**config.mk**
```make
export PLATFORM = sky130hd
export DESIGN_NAME = isqrt_seq
export DESIGN_NICKNAME = d
export VERILOG_FILES = /design/src/rtl/isqrt_pkg.sv /design/src/rtl/isqrt_step.sv /design/src/rtl/isqrt_seq.sv
export SDC_FILE = /design/constraint.sdc
export NUM_CORES = 1
export LEC_CHECK = 0
export BUFFER_PORTS_ARGS = -buffer_cell sky130_fd_sc_hd__buf_2
export CORE_MARGIN = 2
export CORE_UTILIZATION = 56
export CTS_CLUSTER_SIZE = 10
export DETAILED_ROUTE_END_ITERATION = 8
export PLACE_DENSITY_LB_ADDON = 0.1
export SKIP_LAST_GASP = 1
export SLEW_MARGIN = 20
export SYNTH_ARGS = -nofsm -noshare
export SYNTH_HDL_FRONTEND = slang
export SYNTH_SLANG_ARGS = --single-unit
```
**constraint.sdc**
```tcl
create_clock -name Clk -period 2.6 [get_ports Clk]
set_input_delay 0.52 -clock Clk [delete_from_list [all_inputs] [get_ports Clk]]
set_output_delay 0.52 -clock Clk [all_outputs]
set_load 0.01 [all_outputs]
```
**src/rtl/isqrt_pkg.sv**
```systemverilog
`default_nettype none
// ============================================================================
//  Module      : isqrt_pkg
//  Description : Shared state encoding and width helpers for the sequential
//                integer square-root unit (isqrt_seq / isqrt_step).
//  Revision    : 1.0 - initial radix-2 restoring implementation
// ============================================================================
package isqrt_pkg;

  // Controller states; the encoding is fixed so it can be read from a probe.
  typedef enum logic [1:0] {
    IDLE = 2'd0,
    CALC = 2'd1,
    DONE = 2'd2
  } state_t;

  // Radicand width used when an instance does not override it.
  localparam int C_W_DEFAULT = 16;

  // Root width: one root bit per pair of radicand bits.
  function automatic int q_width(input int w);
    return w / 2;
  endfunction

  // Published remainder width: the floored remainder never exceeds 2*Q.
  function automatic int r_width(input int w);
    return (w / 2) + 1;
  endfunction

  // Working remainder width: two extra bits absorb the shifted-in digit pair
  // before the trial subtraction of the last iteration.
  function automatic int rem_width(input int w);
    return (w / 2) + 2;
  endfunction

  // Iteration counter width: holds W/2-1, never narrower than one bit.
  function automatic int cnt_width(input int w);
    int n;
    n = $clog2(w / 2);
    return (n < 1) ? 1 : n;
  endfunction

endpackage : isqrt_pkg
`default_nettype wire

```
**src/rtl/isqrt_step.sv**
```systemverilog
`default_nettype none
// ============================================================================
//  Module      : isqrt_step
//  Description : One combinational iteration of the radix-2 restoring square
//                root: bring down two radicand bits, try subtracting
//                (4*root+1), keep the result and set the new root bit when it
//                does not go negative.
//  Revision    : 1.0 - initial radix-2 restoring implementation
// ============================================================================
module isqrt_step
  import isqrt_pkg::*;
#(
  parameter int W = C_W_DEFAULT
) (
  input  logic [rem_width(W)-1:0] i_rem,
  input  logic [q_width(W)-1:0]   i_root,
  input  logic [1:0]              i_bits,
  output logic [rem_width(W)-1:0] o_rem,
  output logic [q_width(W)-1:0]   o_root
);

  localparam int c_qw = q_width(W);
  localparam int c_rw = rem_width(W);

  logic [c_rw-1:0] w_rem_sh;
  logic [c_rw-1:0] w_trial;
  logic            w_fits;

  // Trial subtraction for a single root digit.
  always_comb begin
    // The remainder entering a step is at most 2*root, so the bits shifted
    // out at the top are always zero.
    w_rem_sh = (i_rem << 2) | {{(c_rw-2){1'b0}}, i_bits};
    w_trial  = {i_root, 2'b01};
    w_fits   = (w_rem_sh >= w_trial);
    o_rem    = w_fits ? (w_rem_sh - w_trial) : w_rem_sh;
    o_root   = (i_root << 1) | {{(c_qw-1){1'b0}}, w_fits};
  end

endmodule : isqrt_step
`default_nettype wire

```
**src/rtl/isqrt_seq.sv**
```systemverilog
`default_nettype none
// ============================================================================
//  Module      : isqrt_seq
//  Description : Sequential integer square root. Accepts a W-bit radicand in
//                IDLE, resolves one root bit per clock for W/2 clocks, then
//                publishes Q (floored or rounded root) and R (floored
//                remainder) with a one-cycle ack.
//  Revision    : 1.0 - initial radix-2 restoring implementation
// ============================================================================
module isqrt_seq
  import isqrt_pkg::*;
#(
  parameter int W     = C_W_DEFAULT,
  parameter int ROUND = 0
) (
  input  logic                  Clk,
  input  logic                  Rst,
  input  logic                  start,
  input  logic [W-1:0]          A,
  output logic                  ready,
  output logic                  ack,
  output logic [q_width(W)-1:0] Q,
  output logic [r_width(W)-1:0] R
);

  localparam int c_qw = q_width(W);
  localparam int c_pw = r_width(W);
  localparam int c_rw = rem_width(W);
  localparam int c_cw = cnt_width(W);
  localparam logic [c_cw-1:0] c_cnt_init = c_cw'(c_qw - 1);

  state_t          r_state;
  state_t          w_state_nxt;
  logic            w_load;
  logic            w_finish;

  logic [W-1:0]    r_rad;
  logic [c_rw-1:0] r_rem;
  logic [c_qw-1:0] r_root;
  logic [c_cw-1:0] r_cnt;
  logic            r_ready;
  logic            r_ack;
  logic [c_qw-1:0] r_q;
  logic [c_pw-1:0] r_r;

  logic [c_rw-1:0] w_rem_nxt;
  logic [c_qw-1:0] w_root_nxt;
  logic [c_qw-1:0] w_q_final;

  // Single digit-recurrence step fed by the top two radicand bits.
  isqrt_step #(
    .W (W)
  ) u_step (
    .i_rem  (r_rem),
    .i_root (r_root),
    .i_bits (r_rad[W-1:W-2]),
    .o_rem  (w_rem_nxt),
    .o_root (w_root_nxt)
  );

  // Select the published root; R always stays the floored remainder.
  generate
    if (ROUND != 0) begin : g_round
      logic w_round_up;
      logic w_root_max;

      // Round up when A exceeds root^2 + root, i.e. rem > root, unless the
      // root is already all ones.
      always_comb begin
        w_round_up = (w_rem_nxt > {2'b00, w_root_nxt});
        w_root_max = &w_root_nxt;
        w_q_final  = (w_round_up && !w_root_max) ? (w_root_nxt + 1'b1)
                                                 : w_root_nxt;
      end
    end else begin : g_floor
      assign w_q_final = w_root_nxt;
    end
  endgenerate

  // State register.
  always_ff @(posedge Clk or posedge Rst) begin
    if (Rst) begin
      r_state <= IDLE;
    end else begin
      r_state <= w_state_nxt;
    end
  end

  // Next-state decode plus the load/finish strobes for the datapath.
  always_comb begin
    w_state_nxt = r_state;
    w_load      = 1'b0;
    w_finish    = 1'b0;
    case (r_state)
      IDLE: begin
        if (start) begin
          w_state_nxt = CALC;
          w_load      = 1'b1;
        end
      end
      CALC: begin
        if (r_cnt == '0) begin
          w_state_nxt = DONE;
          w_finish    = 1'b1;
        end
      end
      DONE: begin
        w_state_nxt = IDLE;
      end
      default: begin
        w_state_nxt = IDLE;
      end
    endcase
  end

  // Iteration datapath: radicand shifter, partial root/remainder, counter.
  always_ff @(posedge Clk or posedge Rst) begin
    if (Rst) begin
      r_rad  <= '0;
      r_rem  <= '0;
      r_root <= '0;
      r_cnt  <= '0;
    end else if (w_load) begin
      r_rad  <= A;
      r_rem  <= '0;
      r_root <= '0;
      r_cnt  <= c_cnt_init;
    end else if (r_state == CALC) begin
      r_rad  <= r_rad << 2;
      r_rem  <= w_rem_nxt;
      r_root <= w_root_nxt;
      if (r_cnt != '0) begin
        r_cnt <= r_cnt - 1'b1;
      end
    end
  end

  // Registered handshake and result outputs; results hold until the next
  // completion.
  always_ff @(posedge Clk or posedge Rst) begin
    if (Rst) begin
      r_ready <= 1'b1;
      r_ack   <= 1'b0;
      r_q     <= '0;
      r_r     <= '0;
    end else begin
      r_ready <= (w_state_nxt == IDLE);
      r_ack   <= w_finish;
      if (w_finish) begin
        r_q <= w_q_final;
        r_r <= w_rem_nxt[c_pw-1:0];
      end
    end
  end

  assign ready = r_ready;
  assign ack   = r_ack;
  assign Q     = r_q;
  assign R     = r_r;

endmodule : isqrt_seq
`default_nettype wire

```
Word-level counts from Yosys, hierarchy flattened:

Cells that the tools add are included.
W data, S select, Z words.

* $add $sub $neg: 2
* magnitude comparators: 1
* equality and inequality tests: 1
* muxes and demuxes: 17
* bitwise operators: 2
* reductions and logical operators: 7

Operators with widths (number)
* $mux W16: 2
* $mux W8: 4
* $ge A10 B10 Y1: 1
* $or A10 B2 Y10: 1
* $mux W3: 3
* $mux W9: 1
* $sub A9 B9 Y9: 1
* $or A8 B1 Y8: 1
* $logic_not A2 Y1: 2
* $mux W1: 4
* $mux W2: 2
* $pmux W2 S2: 1
* $reduce_bool A2 Y1: 2
* $logic_not A3 Y1: 1
* $reduce_bool A3 Y1: 1
* $sub A3 B1 Y3 const B: 1
* $eq A2 B1 Y1 const B: 1
* $reduce_and A2 Y1: 1

* register bits after elaboration: 56
* bits of input ports: 19
* output and inout bits: 19
* logic and storage cells: 39

Logic depth before layout (Yosys ltp):

* depth in word-level cells: 5
* depth in mapped cells: 9
* depth with buffers taken out: 7

By module:

A second synthesis with hierarchy kept.

* cell total of the unflattened synthesis: 267
* area total of the unflattened synthesis: 3075.4 µm²

Modules (own cells, without submodules)
* isqrt_seq: instances 1, cells an instance 183, area an instance 2407.3 µm², sequential area each 1452.6 µm²
* isqrt_step: instances 1, cells an instance 84, area an instance 668.1 µm², sequential area each 0.0 µm²

Worst setup path before layout:

Ideal clock, no wire load.

* path type: register to register
* start point: register r_rem[3]
* end point: register r_r[6] (netlist: R[6])
* library setup time: 65 ps
* arrival: 1779 ps
* required time: 2535 ps
* slack: 756 ps
* stages on the path, launching flop included: 9
* buffers on the path: 2
* period minus slack after synthesis: 1844 ps
* cells stage by stage: dfrtp_1 > ha_1 > buf_6 > a21oi_2 > nand2_1 > o21a_1 > buf_6 > o41a_1 > nand2_1

* word-level cells in the longest chain between the ends: 3
* elaborated cells between the ends (all ways): 4
* classes of those cells: add/sub: 1; order compare: 1; mux: 1; bitwise: 1

RTL lines
* start: declaration: line isqrt_seq.sv:38 `logic [c_rw-1:0] r_rem;`
* start signal: assignment: line isqrt_seq.sv:130 `r_rem <= w_rem_nxt;`
* $or A10 B2 Y10 (*): line isqrt_step.sv:33 `w_rem_sh = (i_rem << 2) | {{(c_rw-2){1'b0}}, i_bits};`
* $sub A9 B9 Y9 or $ge A10 B10 Y1 (tied branches): line isqrt_step.sv:36, isqrt_step.sv:35
* $mux W9 (*): line isqrt_step.sv:36 `o_rem = w_fits ? (w_rem_sh - w_trial) : w_rem_sh;`
* end signal: assignment: line isqrt_seq.sv:151 `r_r <= w_rem_nxt[c_pw-1:0];`
* end: declaration: line isqrt_seq.sv:44 `logic [c_pw-1:0] r_r;`

Every way passes the cells marked *; elsewhere a longest branch is shown, timed or not.
A chain may end at the register's enable or synchronous reset.

Worst setup path after layout:

* start point: register r_rem[3]
* end point: register r_r[1] (netlist: R[1])

* word-level cells in the longest chain between the ends: 3

RTL lines
* $or A10 B2 Y10: line isqrt_step.sv:33
* $ge A10 B10 Y1: line isqrt_step.sv:35 `w_fits = (w_rem_sh >= w_trial);`
* $mux W9: line isqrt_step.sv:36

Every way passes these cells.

==> summary.json <==
{
  "outcome": {"value": "completed"},
  "layout_worst_path_cycle_share": {"value": 90.4, "unit": "%"},
  "cts_htree_levels": {"value": 2},
  "drt_first_pass_iters": {"value": 4},
  "peakVddDrop": {"value": 541, "unit": "uV"},
  "floorplan.io_pins": {"value": 38},
  "timing.critical_path.required": {"value": 2810, "unit": "ps"},
  "synth_top_area_share": {"value": 47.6, "unit": "%"},
  "synth_top_family_by_area": {"value": "compound AO/OA/AOI/OAI gates"},
  "cts-root-buf": {"value": "sky130_fd_sc_hd__clkbuf_8"},
  "synth.top_cells.by_count": {"value": "55 x sky130_fd_sc_hd__dfrtp_1, 41 x sky130_fd_sc_hd__nand2_1, 25 x sky130_fd_sc_hd__o21ai_0"},
  "synth_top_cell_by_area": {"value": "sky130_fd_sc_hd__dfrtp_1"},
  "muxShareOfSynthArea": {"value": 0.390, "unit": "%"},
  "crit_type": {"value": "register to register"},
  "cp_data_arrival_time": {"value": 2570, "unit": "ps"},
  "average_wire_per_cell_in_the_routed_design": {"value": 16.3, "unit": "um"},
  "path_type_of_the_worst_min_delay_path": {"value": "primary input to asynchronous set/reset pin"},
  "worst_slew_pin_slew": {"value": 840, "unit": "ps"},
  "max-clock-path-buffers": {"value": 2},
  "globalplace.congestion": {"value": 0.904},
  "ys_seq_area_share": {"value": 48.5, "unit": "%"},
  "timing.final.setup_violations": {"value": 0},
  "yosysMostFrequentCell": {"value": "sky130_fd_sc_hd__dfrtp_1"},
  "grt_max_degree": {"value": 31},
  "layout.core_utilization": {"value": 64.3, "unit": "%"},
  "fp.dieArea": {"value": 5750, "unit": "sq um"},
  "die_height": {"value": 75.8, "unit": "um"},
  "area_share_of_xor_xnor_cells_in_the_synthesized_design": {"value": 1.21, "unit": "%"},
  "fin_tns_setup": {"value": 0, "unit": "ps"},
  "avgSynthCellArea": {"value": 9.54, "unit": "sq um"},
  "synth_seq_cells": {"value": 56},
  "first_iter_violations": {"value": 138},
  "synth_fa_ha_area_share": {"value": 5.19, "unit": "%"},
  "synth_simple_gate_area_share": {"value": 13.0, "unit": "%"},
  "area_growth_syn_to_layout": {"value": 12.1, "unit": "%"},
  "drv_cap": {"value": 0},
  "critical_path.startpoint_type": {"value": "register"},
  "pwr_density_cell": {"value": 1410, "unit": "nW/um^2"},
  "compound_cell_area_share_of_the_yosys_netlist": {"value": 25.9, "unit": "%"},
  "finClkSkew": {"value": 2.40, "unit": "ps"},
  "cts_tree": {"value": "done"},
  "grt_pass1_vias": {"value": 2204},
  "post-cts-setup-buffers": {"value": 0},
  "postSynth.asyncResetShare": {"value": 100, "unit": "%"},
  "period_needed": {"value": 2350, "unit": "ps"},
  "viasPerCell": {"value": 5.75},
  "clkSlewWorstSetupHoldPaths": {"value": 90, "unit": "ps"},
  "fin_nets": {"value": 368},
  "placement_rows": {"value": 26},
  "rsz0062_at_grt": {"value": "false"},
  "final-max-slew-violation-count": {"value": 0},
  "die_width": {"value": 75.8, "unit": "um"},
  "post_cts_resized": {"value": 0},
  "starting_density": {"value": 57.3, "unit": "%"},
  "vias": {"value": 2347},
  "fraction_of_layout_cells_with_a_size_suffix_above_1": {"value": 18.0, "unit": "%"},
  "endpoint_kind": {"value": "register"},
  "io_buffers": {"value": 37},
  "source_to_sink_clock_delay_at_the_later_pin_of_the_worst_skew_pair": {"value": 310, "unit": "ps"},
  "cts.sink_count": {"value": 56},
  "yosys.cell_types.count": {"value": 48},
  "slew_headroom": {"value": 43.7, "unit": "%"},
  "drt_wl_total": {"value": 6.64, "unit": "mm"},
  "global_route.usage.total": {"value": 25.2, "unit": "%"},
  "yosysWarningCount": {"value": 0},
  "detailed_place_hpwl": {"value": 4.87, "unit": "mm"},
  "core": {"value": 5040, "unit": "sq um"},
  "final_antenna_net_count": {"value": 0},
  "syn-cell-area": {"value": 2890, "unit": "sq um"},
  "postSynthNetCount": {"value": 334},
  "number_of_buffers_created_by_cts": {"value": 5},
  "total_leakage_power": {"value": 1.52, "unit": "nW"},
  "antenna_found_initial": {"value": 0},
  "postSynthCellCount": {"value": 303},
  "grt_pass1_wl": {"value": 10.9, "unit": "mm"},
  "critPathMaxFanout": {"value": 11},
  "synth_edf_count": {"value": 0},
  "cts-hold-fix-buffers": {"value": 0},
  "drc_errors": {"value": 0},
  "timing.fmax": {"value": 0.425, "unit": "GHz"},
  "hold_viol": {"value": 0},
  "yosys-top-cells-area": {"value": "sky130_fd_sc_hd__dfrtp_1 48%, sky130_fd_sc_hd__nand2_1 5.3%, sky130_fd_sc_hd__ha_1 5.2%"},
  "antennaDiodeCount": {"value": 0},
  "globalRouteOverflowTotal": {"value": 0},
  "postSynth.topFlopCell": {"value": "sky130_fd_sc_hd__dfrtp_1"}
}
[state kept, by name, summed over array words and instances, names as in the netlist]
name     count
r_state      2
ready        1
ack          1
R            9
Q            8
r_rad       16
r_root       8
r_cnt        3
r_rem        8
[cell usage in the layout, fill, tap and decap left out, types with 4 or more instances in the layout]
cell type	synthesis	layout
sky130_fd_sc_hd__inv_1	19	18
sky130_fd_sc_hd__buf_2	5	37
sky130_fd_sc_hd__dfrtp_1	55	55
sky130_fd_sc_hd__o21ai_1	6	7
sky130_fd_sc_hd__ha_1	12	12
sky130_fd_sc_hd__a22oi_1	17	17
sky130_fd_sc_hd__nor2b_1	9	9
sky130_fd_sc_hd__a21oi_1	14	14
sky130_fd_sc_hd__o21ai_0	25	24
sky130_fd_sc_hd__clkbuf_8	0	6
sky130_fd_sc_hd__buf_4	0	8
sky130_fd_sc_hd__nor2_1	9	9
sky130_fd_sc_hd__o31ai_1	9	9
sky130_fd_sc_hd__o22ai_1	9	9
sky130_fd_sc_hd__nor3_1	4	4
sky130_fd_sc_hd__and2_1	4	4
sky130_fd_sc_hd__nand2_1	41	41
[critical path, stage by stage (launching register included)]
cell	delay, ps
sky130_fd_sc_hd__dfrtp_1	470
sky130_fd_sc_hd__ha_1	470
sky130_fd_sc_hd__o21ai_1	130
sky130_fd_sc_hd__a211oi_2	270
sky130_fd_sc_hd__o21a_1	400
sky130_fd_sc_hd__nor2_1	190
sky130_fd_sc_hd__o311ai_1	310
[power by group]
part / total (mW) / switching [mW] / leakage (nW) / internal (mW)
combinational: 2.59 / 1.57 / 0.768 / 1.02
sequential: 1.48 / 0.236 / 0.711 / 1.25
clock: 0.493 / 0.275 / 0.0455 / 0.218
total: 4.57 / 2.09 / 1.52 / 2.48
[cell families (layout without fill, tap and decap cells)]
logic type	count (synthesis)	count (layout)
XOR/XNOR	4	4
buffers and inverters	39	74
multiplexers	1	1
flip-flops	56	56
AO/OA/AOI/OAI	110	110
adder cells (fa/ha/maj)	12	12
AND/OR/NAND/NOR	81	81
[path summary, 6_finish.rpt]
check	startpoint	endpoint	slack [ps]	cells past startpoint
setup reg to reg	r_rem[3]	R[1]	250	6
min in group Clk	A[0]	r_rad[0]	420	2
hold / removal	Rst	r_cnt[0]	250	2
setup / recovery	r_rem[3]	R[1]	250	6
hold reg to reg	Q[1]	Q[1]	480	2
max in group asynchronous	Rst	r_rem[5]	1790	3
[through the flow]
| stage | worst slack, ps | std cells | total power [mW] | hold slack, ps | instance area, sq um |
|---|---|---|---|---|---|
| finish | 249 | 408 | 4.57 | 252 | 3240 |
| global route | 107 | 408 | 4.97 | 305 | 3240 |
| CTS | 276 | 408 | 4.56 | 282 | 3240 |
| detailed placement | 294 | 400 | 4.07 | 466 | 3150 |
| global placement | 22.2 | 400 | 4.02 | 457 | 3150 |
| floorplan | 710 | 303 | 3.44 | 450 | 2890 |
[layer usage]
metal  vias to the layer above  GRT usage, %  routed length, um
li1                       1161             -                  -
met1                      1112          35.3               3140
met2                        66          41.0               3100
met3                         8          4.37                316
met4                         0          6.04                 90
met5                         -             0                  0
[area by class of cell]
class / count / area [sq um]
multi-input cells: 208 / 1320
repair buffers: 46 / 265
clock buffers: 8 / 90.1
inverters: 20 / 75.1
flip-flops and latches: 56 / 1400
fillers: 433 / 1800
well taps: 70 / 87.6
Note: power is estimated with default switching activity, not from simulation.
